`src/rtl/vend_controller.sv`:
```
// Coin-queue front end for a vending FSM: buffers coin tokens, feeds them one
// at a time as pulses, then sequences the dispense and change-payout handshakes.
module vend_controller #(
  parameter int FIFO_DEPTH = 4
) (
  input  logic       clk,
  input  logic       reset,
  input  logic       coin_valid,
  input  logic [1:0] coin_type,
  output logic       coin_ready,
  output logic       one,
  output logic       two,
  output logic       five,
  input  logic       d_in,
  input  logic [2:0] r_in,
  output logic       disp_req,
  input  logic       disp_ack,
  output logic       chg_valid,
  output logic       chg_two,
  input  logic       chg_ready,
  output logic [7:0] vend_count
);

  typedef enum logic [2:0] {IDLE, FEED, CHECK, DISPENSE, CHANGE} state_t;

  localparam int AW = $clog2(FIFO_DEPTH);

  logic [1:0]    mem [FIFO_DEPTH];
  logic [AW-1:0] wr_ptr, rd_ptr;
  logic [AW:0]   count;
  state_t        state;
  logic [1:0]    coin_reg;
  logic [2:0]    chg_reg;
  logic          full, empty, push, pop;
  logic [1:0]    head;
  logic [2:0]    chg_next;

  assign full       = (count == (AW+1)'(FIFO_DEPTH));
  assign empty      = (count == '0);
  assign coin_ready = !full;
  assign push       = coin_valid && !full;
  assign pop        = (state == IDLE) && !empty;
  assign head       = mem[rd_ptr];
  assign chg_next   = chg_reg - ((chg_reg >= 3'd2) ? 3'd2 : 3'd1);

  // NOTE: the storage array is deliberately left out of reset; occupancy is
  // tracked by count, so stale entries are never read.
  always_ff @(posedge clk) begin
    if (push) mem[wr_ptr] <= coin_type;
  end

  always_ff @(posedge clk or posedge reset) begin
    if (reset) begin
      wr_ptr <= '0;
      rd_ptr <= '0;
      count  <= '0;
    end else begin
      if (push) wr_ptr <= wr_ptr + 1'b1;
      if (pop)  rd_ptr <= rd_ptr + 1'b1;
      case ({push, pop})
        2'b10:   count <= count + 1'b1;
        2'b01:   count <= count - 1'b1;
        default: ;
      endcase
    end
  end

  always_ff @(posedge clk or posedge reset) begin
    if (reset) begin
      state      <= IDLE;
      coin_reg   <= '0;
      chg_reg    <= '0;
      vend_count <= '0;
      one        <= 1'b0;
      two        <= 1'b0;
      five       <= 1'b0;
      disp_req   <= 1'b0;
      chg_valid  <= 1'b0;
      chg_two    <= 1'b0;
    end else begin
      // NOTE: pulses default low every cycle so each one lasts exactly the FEED cycle.
      one  <= 1'b0;
      two  <= 1'b0;
      five <= 1'b0;
      case (state)
        IDLE: begin
          if (pop) begin
            coin_reg <= head;
            one      <= (head == 2'b01);
            two      <= (head == 2'b10);
            five     <= (head == 2'b11);
            state    <= FEED;
          end
        end
        FEED: begin
          if (coin_reg == 2'b00) begin
            state <= IDLE;
          end else begin
            chg_reg <= r_in;
            state   <= CHECK;
          end
        end
        CHECK: begin
          if (d_in) begin
            disp_req <= 1'b1;
            state    <= DISPENSE;
          end else begin
            chg_reg <= '0;
            state   <= IDLE;
          end
        end
        DISPENSE: begin
          if (disp_ack) begin
            disp_req   <= 1'b0;
            vend_count <= vend_count + 8'd1;
            if (chg_reg != 3'd0) begin
              chg_valid <= 1'b1;
              chg_two   <= (chg_reg >= 3'd2);
              state     <= CHANGE;
            end else begin
              state <= IDLE;
            end
          end
        end
        CHANGE: begin
          if (chg_ready) begin
            chg_reg <= chg_next;
            if (chg_next == 3'd0) begin
              chg_valid <= 1'b0;
              chg_two   <= 1'b0;
              state     <= IDLE;
            end else begin
              chg_two <= (chg_next >= 3'd2);
            end
          end
        end
        default: state <= IDLE;
      endcase
    end
  end

endmodule

```
`config.mk`:
```
export PLATFORM = sky130hd
export DESIGN_NAME = vend_controller
export DESIGN_NICKNAME = d
export VERILOG_FILES = /design/src/rtl/vend_controller.sv
export SDC_FILE = /design/constraint.sdc
export NUM_CORES = 1
export LEC_CHECK = 0
export BUFFER_PORTS_ARGS = -buffer_cell sky130_fd_sc_hd__buf_2
export CAP_MARGIN = 20
export CORE_AREA = 2 2 76 78
export CTS_CLUSTER_DIAMETER = 40
export DETAILED_ROUTE_END_ITERATION = 10
export DIE_AREA = 0 0 78 80
export GPL_TIMING_DRIVEN = 0
export PLACE_DENSITY = 0.58
export REMOVE_ABC_BUFFERS = 1
export SYNTH_ARGS = -nofsm -noshare
export SYNTH_HDL_FRONTEND = slang
export SYNTH_SLANG_ARGS = --single-unit
```
`constraint.sdc`:
```
create_clock -name clk -period 2.2 [get_ports clk]
set_input_delay 0.11 -clock clk [delete_from_list [all_inputs] [get_ports clk]]
set_output_delay 0.11 -clock clk [all_outputs]
set_load 0.01 [all_outputs]
```
# Yosys cells after proc, flatten, opt, wreduce, memory -nomap -nowiden

Memory sizes are Yosys's and may differ from the RTL's.
Cells that the tools add are included.

Register bits: 29
Bits in writable memories: 8
Bits of input ports: 11
Output and inout port bits: 15
Word-level logic and storage cells: 95
Memories: 1

Memory list:

| name | depth | width | read ports | clocked after memory_dff | wr ports | line | RTL |
|---|---|---|---|---|---|---|---|
| mem  | 4     | 2     | 1          | 0                        | 1        | 28   | `logic [1:0] mem [FIFO_DEPTH];` |

Add/subtract/negate cells: 6
$lt $le $gt $ge: 2
Eq/ne operators: 18
Mux-type cells: 35
Reduce and logical (&&, ||, !) cells: 20

Operators by type and width:

| kind                                                              | number |
|---|---|
| 2-to-1 mux 3 bit                                                  | 8 |
| 2-to-1 mux 1 bit                                                  | 18 |
| inequality test 2 bit, second input constant                      | 8 |
| one-hot mux 3 bit (5 select lines)                                | 1 |
| AND reduction 4 bit                                               | 3 |
| logical NOT 3 bit                                                 | 3 |
| one-hot mux 3 bit (3 select lines)                                | 1 |
| adder 8 x 1 -> 8 bit, second input constant                       | 1 |
| == test 2 bit, second input constant                              | 3 |
| == test 3 x 2 -> 1 bit, second input constant                     | 2 |
| == test 3 bit, second input constant                              | 2 |
| greater-or-equal comparator 3 x 2 -> 1 bit, second input constant | 2 |
| 2-to-1 mux 2 bit                                                  | 3 |
| one-hot mux 1 bit (2 select lines)                                | 3 |
| one-hot mux 3 bit (2 select lines)                                | 1 |
| nonzero test 2 bit                                                | 3 |
| nonzero test 3 bit                                                | 2 |
| AND reduction 5 bit                                               | 1 |
| adder 2 x 1 -> 2 bit, second input constant                       | 2 |
| == test 2 x 1 -> 1 bit, second input constant                     | 2 |
| AND reduction 2 bit                                               | 2 |
| adder 3 x 1 -> 3 bit, second input constant                       | 1 |
| == test 3 x 1 -> 1 bit, second input constant                     | 1 |
| AND reduction 3 bit                                               | 1 |
| other kinds (5)                                                   | 7 |

# Logic depth before layout (Yosys ltp)

Gate-level depths: netlist of run 1.

Depth in word-level cells: 7
Mapped depth: 10
Gate-level depth less buffers: 10

# Worst setup path before layout of run 1

OpenSTA, ideal clock, no wires.

Kind: reg-to-reg
Start point: register state[2]
End point: register count[2]
Setup time: 0.079 ns
Data arrival time: 1.972 ns
Data required time: 2.121 ns
Slack: 0.149 ns
Cell stages (with the launch flop): 9
Path buffers: 1
Cell sequence: dfrtp_1 -> buf_6 -> nor4_4 -> ha_1 -> inv_1 -> fa_1 -> xor2_1 -> nor2_1 -> xor2_1

Cells in the longest elaborated chain, start to end: 4
Elaborated cells between the ends (all ways): 6
Those cells by class: eq/ne: 2; mux: 1; reduce/logical: 3

RTL lines:

| what                                                                            | line | RTL |
|---|---|---|
| from (decl)                                                                     | 31   | `state_t state;` |
| from (signal assigned)                                                          | 70   | `state <= IDLE;` |
| from (signal assigned)                                                          | 92   | `state <= FEED;` |
| from (signal assigned)                                                          | 97   | `state <= IDLE;` |
| logical NOT 3 bit (*)                                                           | 42   | `assign pop = (state == IDLE) && !empty;` |
| logical AND 1 bit (*)                                                           | 42   |  |
| == test 2 x 1 -> 1 bit / == test 2 bit (equally long branches)                  | 60   | `case ({push, pop})` |
| one-hot mux 3 bit (2 select lines) / nonzero test 2 bit (equally long branches) | --   |  |
| to (signal assigned)                                                            | 61   | `2'b10: count <= count + 1'b1;` |
| to (signal assigned)                                                            | 62   | `2'b01: count <= count - 1'b1;` |
| to (decl)                                                                       | 30   | `logic [AW:0] count;` |

Every way passes the cells marked *; elsewhere a longest branch is shown, timed or not.
A chain may end at the register's enable or synchronous reset.

# Worst setup path in the final report of run 1

Same ends and word-level chain as after synthesis.

==> results of run 1 <==
-- cells by family after synthesis --
logic type,share of synthesized area [%]
and+or+nand+nor,14.26
DFF,51.92
AOI/OAI and AO/OA,9.482
buffers and inverters,5.044
xor gates and xnor gates,6.590
adders and majority gates,6.859
muxes,5.850
-- power by group through the flow --
stage               clock network (mW)  logic [mW]  registers, mW
detailed placement                   0        1.27           1.25
global route                     0.654        1.47           1.30
global placement                     0        1.24           1.25
CTS                              0.624        1.30           1.25
floorplan                            0       0.946           1.24
finish                           0.601        1.29           1.25
-- per-layer routing --
metal / part of all wire [%] / track usage, % / vias up / wire length, um
li1: - / - / 614 / -
met1: 49 / 15.83 / 581 / 1596
met2: 45 / 18.19 / 30 / 1478
met5: 0 / 0 / - / 0
met4: 1.9 / 5.263 / 0 / 62
met3: 4.7 / 3.507 / 7 / 153
-- worst max-delay path: cells and delay by family (launching register included) --
family,cells,cell delay (ns)
simple gates,2,0.49
fa+ha+maj,2,0.60
flops,1,0.56
xor+xnor,2,0.29
buf+inv,1,0.06
-- area by class of cell --
type | instances | share of cell area (%)
timing repair buffer | 28 | 7.719
sequential | 37 | 43.81
multi-input combinational | 102 | 36.55
clock buffer | 7 | 3.916
inverter | 15 | 2.554
clock inverter | 1 | 1.362
tap | 72 | 4.086
-- stage by stage --
step	setup WS (ns)	std cells
global placement	-0.1198	251
finish	0.1266	262
floorplan	0.1075	154
global route	0.0001217	262
CTS	0.1101	262
detailed placement	-0.1152	252
-- worst min path at each step --
stage,cells past startpoint,endpoint,slack [ns]
floorplan,1,chg_reg[0],0.19
global placement,2,chg_valid,0.33
detailed placement,2,vend_count[5],0.19
CTS,2,chg_valid,0.02
global route,2,chg_valid,0.04
finish,2,chg_valid,0.03
-- repair_timing --
item | in CTS | in global routing
pin swaps | 1 | 0
endpoints found under the hold margin | 11 | 0
resized for setup | 0 | 1
hold buffers | 1 | 0
setup endpoints to repair | 1 | 1
setup buffers | 1 | 0
-- layout by cell type (no fill, tap or decap), types with 2 or more instances in the layout --
cell type and n:
nor2_1 7, a2bb2oi_1 2, dfrtp_1 29, mux2i_1 3
nand2_1 11, buf_2 25, mux2_2 2, ha_1 7
clkbuf_8 6, nor3_1 5, nand3_1 5, edfxtp_1 8
xor2_1 4, o21ai_0 7, and3_1 6, inv_2 2
a31oi_1 3, fa_1 2, a21oi_1 5, mux4_2 2
inv_1 13, xnor2_1 10
==> results.toml, run 1 <==
[setup_path]
required_ns = 2.42
crit_end = "count[2]"
slowest_delay_ns = 0.56
r2r_end = "count[2]"
critPathLaunch = "state[2]"
worst_setup_path_end_kind = "register"
worstSetupStartpointType = "register"
cp_slowest_cell = "dfrtp_1"
crit_arrival_ns = 2.29
reg2reg_from = "state[2]"
cp_common_cell = "xor2_1"
rr_worst_depth = 7
crit_path_max_fanout = 13
worstSetupPathType = "register to register"
path_cells = "nor4_4 > ha_1 > inv_1 > fa_1 > xor2_1 > nor2_1 > xor2_1"
worst-r2r-setup-slack_ns = 0.13

[floorplan]
core_area_mm2 = 0.005405
io_pins = 26
fp.dieH_um = 80
dieArea_mm2 = 0.006240
die_width_um = 78
rows = 27
start_util_pct = 34.42

[yosys]
yosys.cell_count.top_type = "dfrtp_1"
synth-edff-count = 8
synth_commonest_cells = "dfrtp_1, inv_1, nand2_1"
yosysSeqAreaShare_pct = 51.92
ys_types = 42
synth_async_sr_flop_share_pct = 78.38
synth_top_area_cell = "dfrtp_1"
yosys_warnings = 0
synth_area_mm2 = 0.001861
synth_area_per_cell_um2 = 11.78
synth-main-ff-cell = "dfrtp_1"
netlist_instances = 158
ys_top_cells_by_area = "dfrtp_1, edfxtp_1, ha_1"
synth_top_area_share_pct = 39.00
ys_seq_elements = 37

[placement]
dpl_cell_area_mm2 = 0.002066
gp_congestion = 0.7541
io_buffers = 25
hpwl_um = 2426

[final_layout]
postLayoutCellArea_mm2 = 0.002205
layout.nets = 209
final_util_pct = 40.79
diodes = 0
multiInputGateArea_um2 = 805.8
regArea_um2 = 965.9
area_growth_pct = 18.49
layout-drive-gt1-share_pct = 25.79
reg.largest.list = "mem: 8 flops, vend_count: 8 flops"
nFillCells = 540

[timing]
max_slew.worst_pin.slew_ns = 0.6908
hold-worst-slack_ns = 0.02985
slew_headroom_pct = 53.94
max_freq_mhz = 482.3
fin_crit_sh_pct = 94.24
rsz0062_at_grt = "no"
fin_setup_tns_ns = 0
setup_violations = 0
finalHoldViolations = 0
fin_crit_ns = 2.073
slew_viol_final = 0
skew_ns = 0.007972

[detailed_routing]
viasPerCell = 4.702
ant_nets = 0
avgRoutedWirePerCell_um = 12.55
vias = 1232
drc = 0
drtIter0Drc = 80
first_pass_iters = 4
wirelength_um = 3289

[global_routing]
gr-total-overflow = 0
grt_max_degree = 21
grt_pass1_vias = 1242
grt_pass1_wl_um = 5796
grt_antenna_before_repair = 0
grt_use_total_pct = 11.97

[power]
ir_drop_uv = 592.1
power_switching_mw = 1.184
p_clk_share_pct = 19.1
p_per_area_mw_per_mm2 = 1426
p_comb_share_pct = 41.2
p_sw_share_pct = 37.66
p_leak_nw = 0.9961
p_seq_share_pct = 39.7
p_int_mw = 1.960
power_mw = 3.143

[status]
status = "complete, no violations"

[flow_run]
drv_cap = 0

[clock_network]
numCtsBuffers = 5
cts_tree = "done"
cts.sinks = 37
clock_path_buffers = 2
clk_pin_slew_ns = 0.07
clkLatencyLatePin_ns = 0.29
clockRootBuffer = "clkbuf_8"
htreeDepth = 2

[min_path]
hp-class = "input port to register"
hp-start = "chg_ready"
Power figures use the tool's default switching activity.
==> run 2: changes to the inputs <==
CORE_AREA = 2 2 65 67   (was 2 2 76 78)
DIE_AREA = 0 0 67 69   (was 0 0 78 80)
GPL_TIMING_DRIVEN = default   (was 0)
PLACE_DENSITY = 0.75   (was 0.58)
==> run 2 against run 1 <==
  * Clock-buffer cell count decreased by 1
  * Maximum frequency up 3.8%
  * Final cell count is 7.3% lower
  * Core utilization is 14 points higher
  * Global-route usage up 3.0 points
  * Sequential share of layout area increased by 0.86 points
  * Clock power fell by 18%
  * Design area down 1.9%
  * Critical endpoint unchanged
  * Highest routed layer unchanged
==> results.toml, run 2 (synthesized netlist as in run 1, its figures left out) <==
[clock_network]
numCtsBuffers = 5
clock_path_buffers = 2
post_cts_buffers = 0
htreeDepth = 2
cts.sinks = 37
cts_tree = "done"
clkLatencyLatePin_ns = 0.29
clk_pin_slew_ns = 0.07
clockRootBuffer = "clkbuf_8"

[timing]
max_freq_mhz = 500.7
max_slew.worst_pin.slew_ns = 0.4159
slew_viol_final = 0
fin_setup_tns_ns = 0
fin_crit_ns = 1.997
fin_crit_sh_pct = 90.78
setup_violations = 0
skew_ns = 0.01098
rsz0062_at_grt = "no"
slew_headroom_pct = 72.06
finalHoldViolations = 0

[floorplan]
core_area_mm2 = 0.003914
dieArea_mm2 = 0.004623
start_util_pct = 47.54
fp.dieH_um = 69
io_pins = 26
rows = 23
die_width_um = 67

[global_routing]
grt_pass1_wl_um = 5181
grt_antenna_before_repair = 0
grt_use_total_pct = 14.99
gr-total-overflow = 0
grt_pass1_vias = 1156
grt_max_degree = 30

[setup_path]
worstSetupStartpointType = "register"
cp_slowest_cell = "dfrtp_1"
reg2reg_from = "count[0]"
cp.buffers_inverters = 3
required_ns = 2.42
cp_common_cell = "inv_1"
worst-r2r-setup-slack_ns = 0.20
worstSetupPathType = "register to register"
crit_arrival_ns = 2.22
rr_worst_depth = 10
slowest_delay_ns = 0.41
worst_setup_path_end_kind = "register"
r2r_end = "count[2]"
crit_path_max_fanout = 6
path_cells = "inv_1 > nand3_2 > and2_4 > inv_1 > ha_1 > inv_1 > fa_1 > xor2_1 > nor2_1 > xor2_1"
cp_num_cells = 10
cpLargestDelayFamily = "adder cells"

[detailed_routing]
ant_nets = 0
drtIter0Drc = 47
wirelength_um = 3147
viasPerCell = 5.128
first_pass_iters = 4
avgRoutedWirePerCell_um = 12.95
drc = 0
vias = 1246

[placement]
dpl_cell_area_mm2 = 0.002048
hpwl_um = 2385
gp_congestion = 0.8361
io_buffers = 25

[power]
p_sw_share_pct = 38.92
power_switching_mw = 1.195
p_clk_share_pct = 16.0
p_comb_share_pct = 46.4
ir_drop_uv = 535.6
p_int_mw = 1.876
p_leak_nw = 0.9982
p_per_area_mw_per_mm2 = 1420
p_seq_share_pct = 37.6

[final_layout]
reg.largest.list = "mem: 8 flops, vend_count: 8 flops"
layout-drive-gt1-share_pct = 27.98
regArea_um2 = 965.9
layout.nets = 212
final_util_pct = 55.24
diodes = 0
nFillCells = 370
final_common_cell = "dfrtp_1"
area_growth_pct = 16.21
layout_common_cells = "dfrtp_1, buf_2, inv_1"
postLayoutCellArea_mm2 = 0.002162
multiInputGateArea_um2 = 808.3

[min_path]
min_to = "mem[1][1]"
hp-class = "input port to register"
hp-start = "coin_type[1]"
holdPathStages = 1

[flow_run]
drv_cap = 0

[status]
status = "complete, no violations"
run 2: layer usage:
layer / up-vias / GRT usage, % / wire [um] / part of all wire, %
li1: 626 / - / - / -
met1: 579 / 18.11 / 1372 / 44
met2: 34 / 23.43 / 1540 / 49
met3: 7 / 4.078 / 172 / 5.5
met4: 0 / 8.844 / 61 / 1.9
met5: - / 0 / 0 / 0
run 2: final cells by class:
| class | instances | share of cell area [%] |
|---|---|---|
| clock inverters | 2 | 0.6366 |
| flip-flops and latches | 37 | 44.68 |
| repair buffers | 31 | 7.986 |
| inverters | 15 | 2.604 |
| clock buffers | 6 | 3.819 |
| well taps | 50 | 2.894 |
| multi-input cells | 102 | 37.38 |
run 2: power groups by stage:
| stage | Combinational [mW] | Sequential (mW) | Clock [mW] |
|---|---|---|---|
| floorplan | 0.946 | 1.24 | 0 |
| global placement | 1.37 | 1.16 | 0 |
| detailed placement | 1.43 | 1.17 | 0 |
| CTS | 1.43 | 1.16 | 0.513 |
| global route | 1.59 | 1.19 | 0.535 |
| finish | 1.42 | 1.15 | 0.492 |
run 2: timing repair:
| item | 4_1_cts | 5_1_grt |
|---|---|---|
| gates resized for setup | 0 | 2 |
| endpoints found under the hold margin | 29 | 0 |
| hold buffers | 1 | 0 |
| endpoints found under the setup margin | 0 | 1 |
run 2: worst max-delay path by stage:
stage | slack, ns | startpoint | endpoint
detailed placement | 0.13 | count[0] | count[2]
CTS | 0.11 | count[0] | count[2]
global placement | 0.23 | count[0] | count[2]
finish | 0.20 | count[0] | count[2]
global route | 0.07 | count[0] | count[2]
floorplan | 0.11 | state[1] | count[2]
run 2: stage by stage:
step	total power, mW	setup WS, ns	hold slack (ns)	instances
floorplan	2.182	0.1075	0.1881	154
global placement	2.533	0.2313	0.1965	234
detailed placement	2.594	0.1255	0.1973	234
CTS	3.100	0.1070	0.02481	243
global route	3.313	0.07206	0.02472	243
finish	3.071	0.2029	0.03331	243
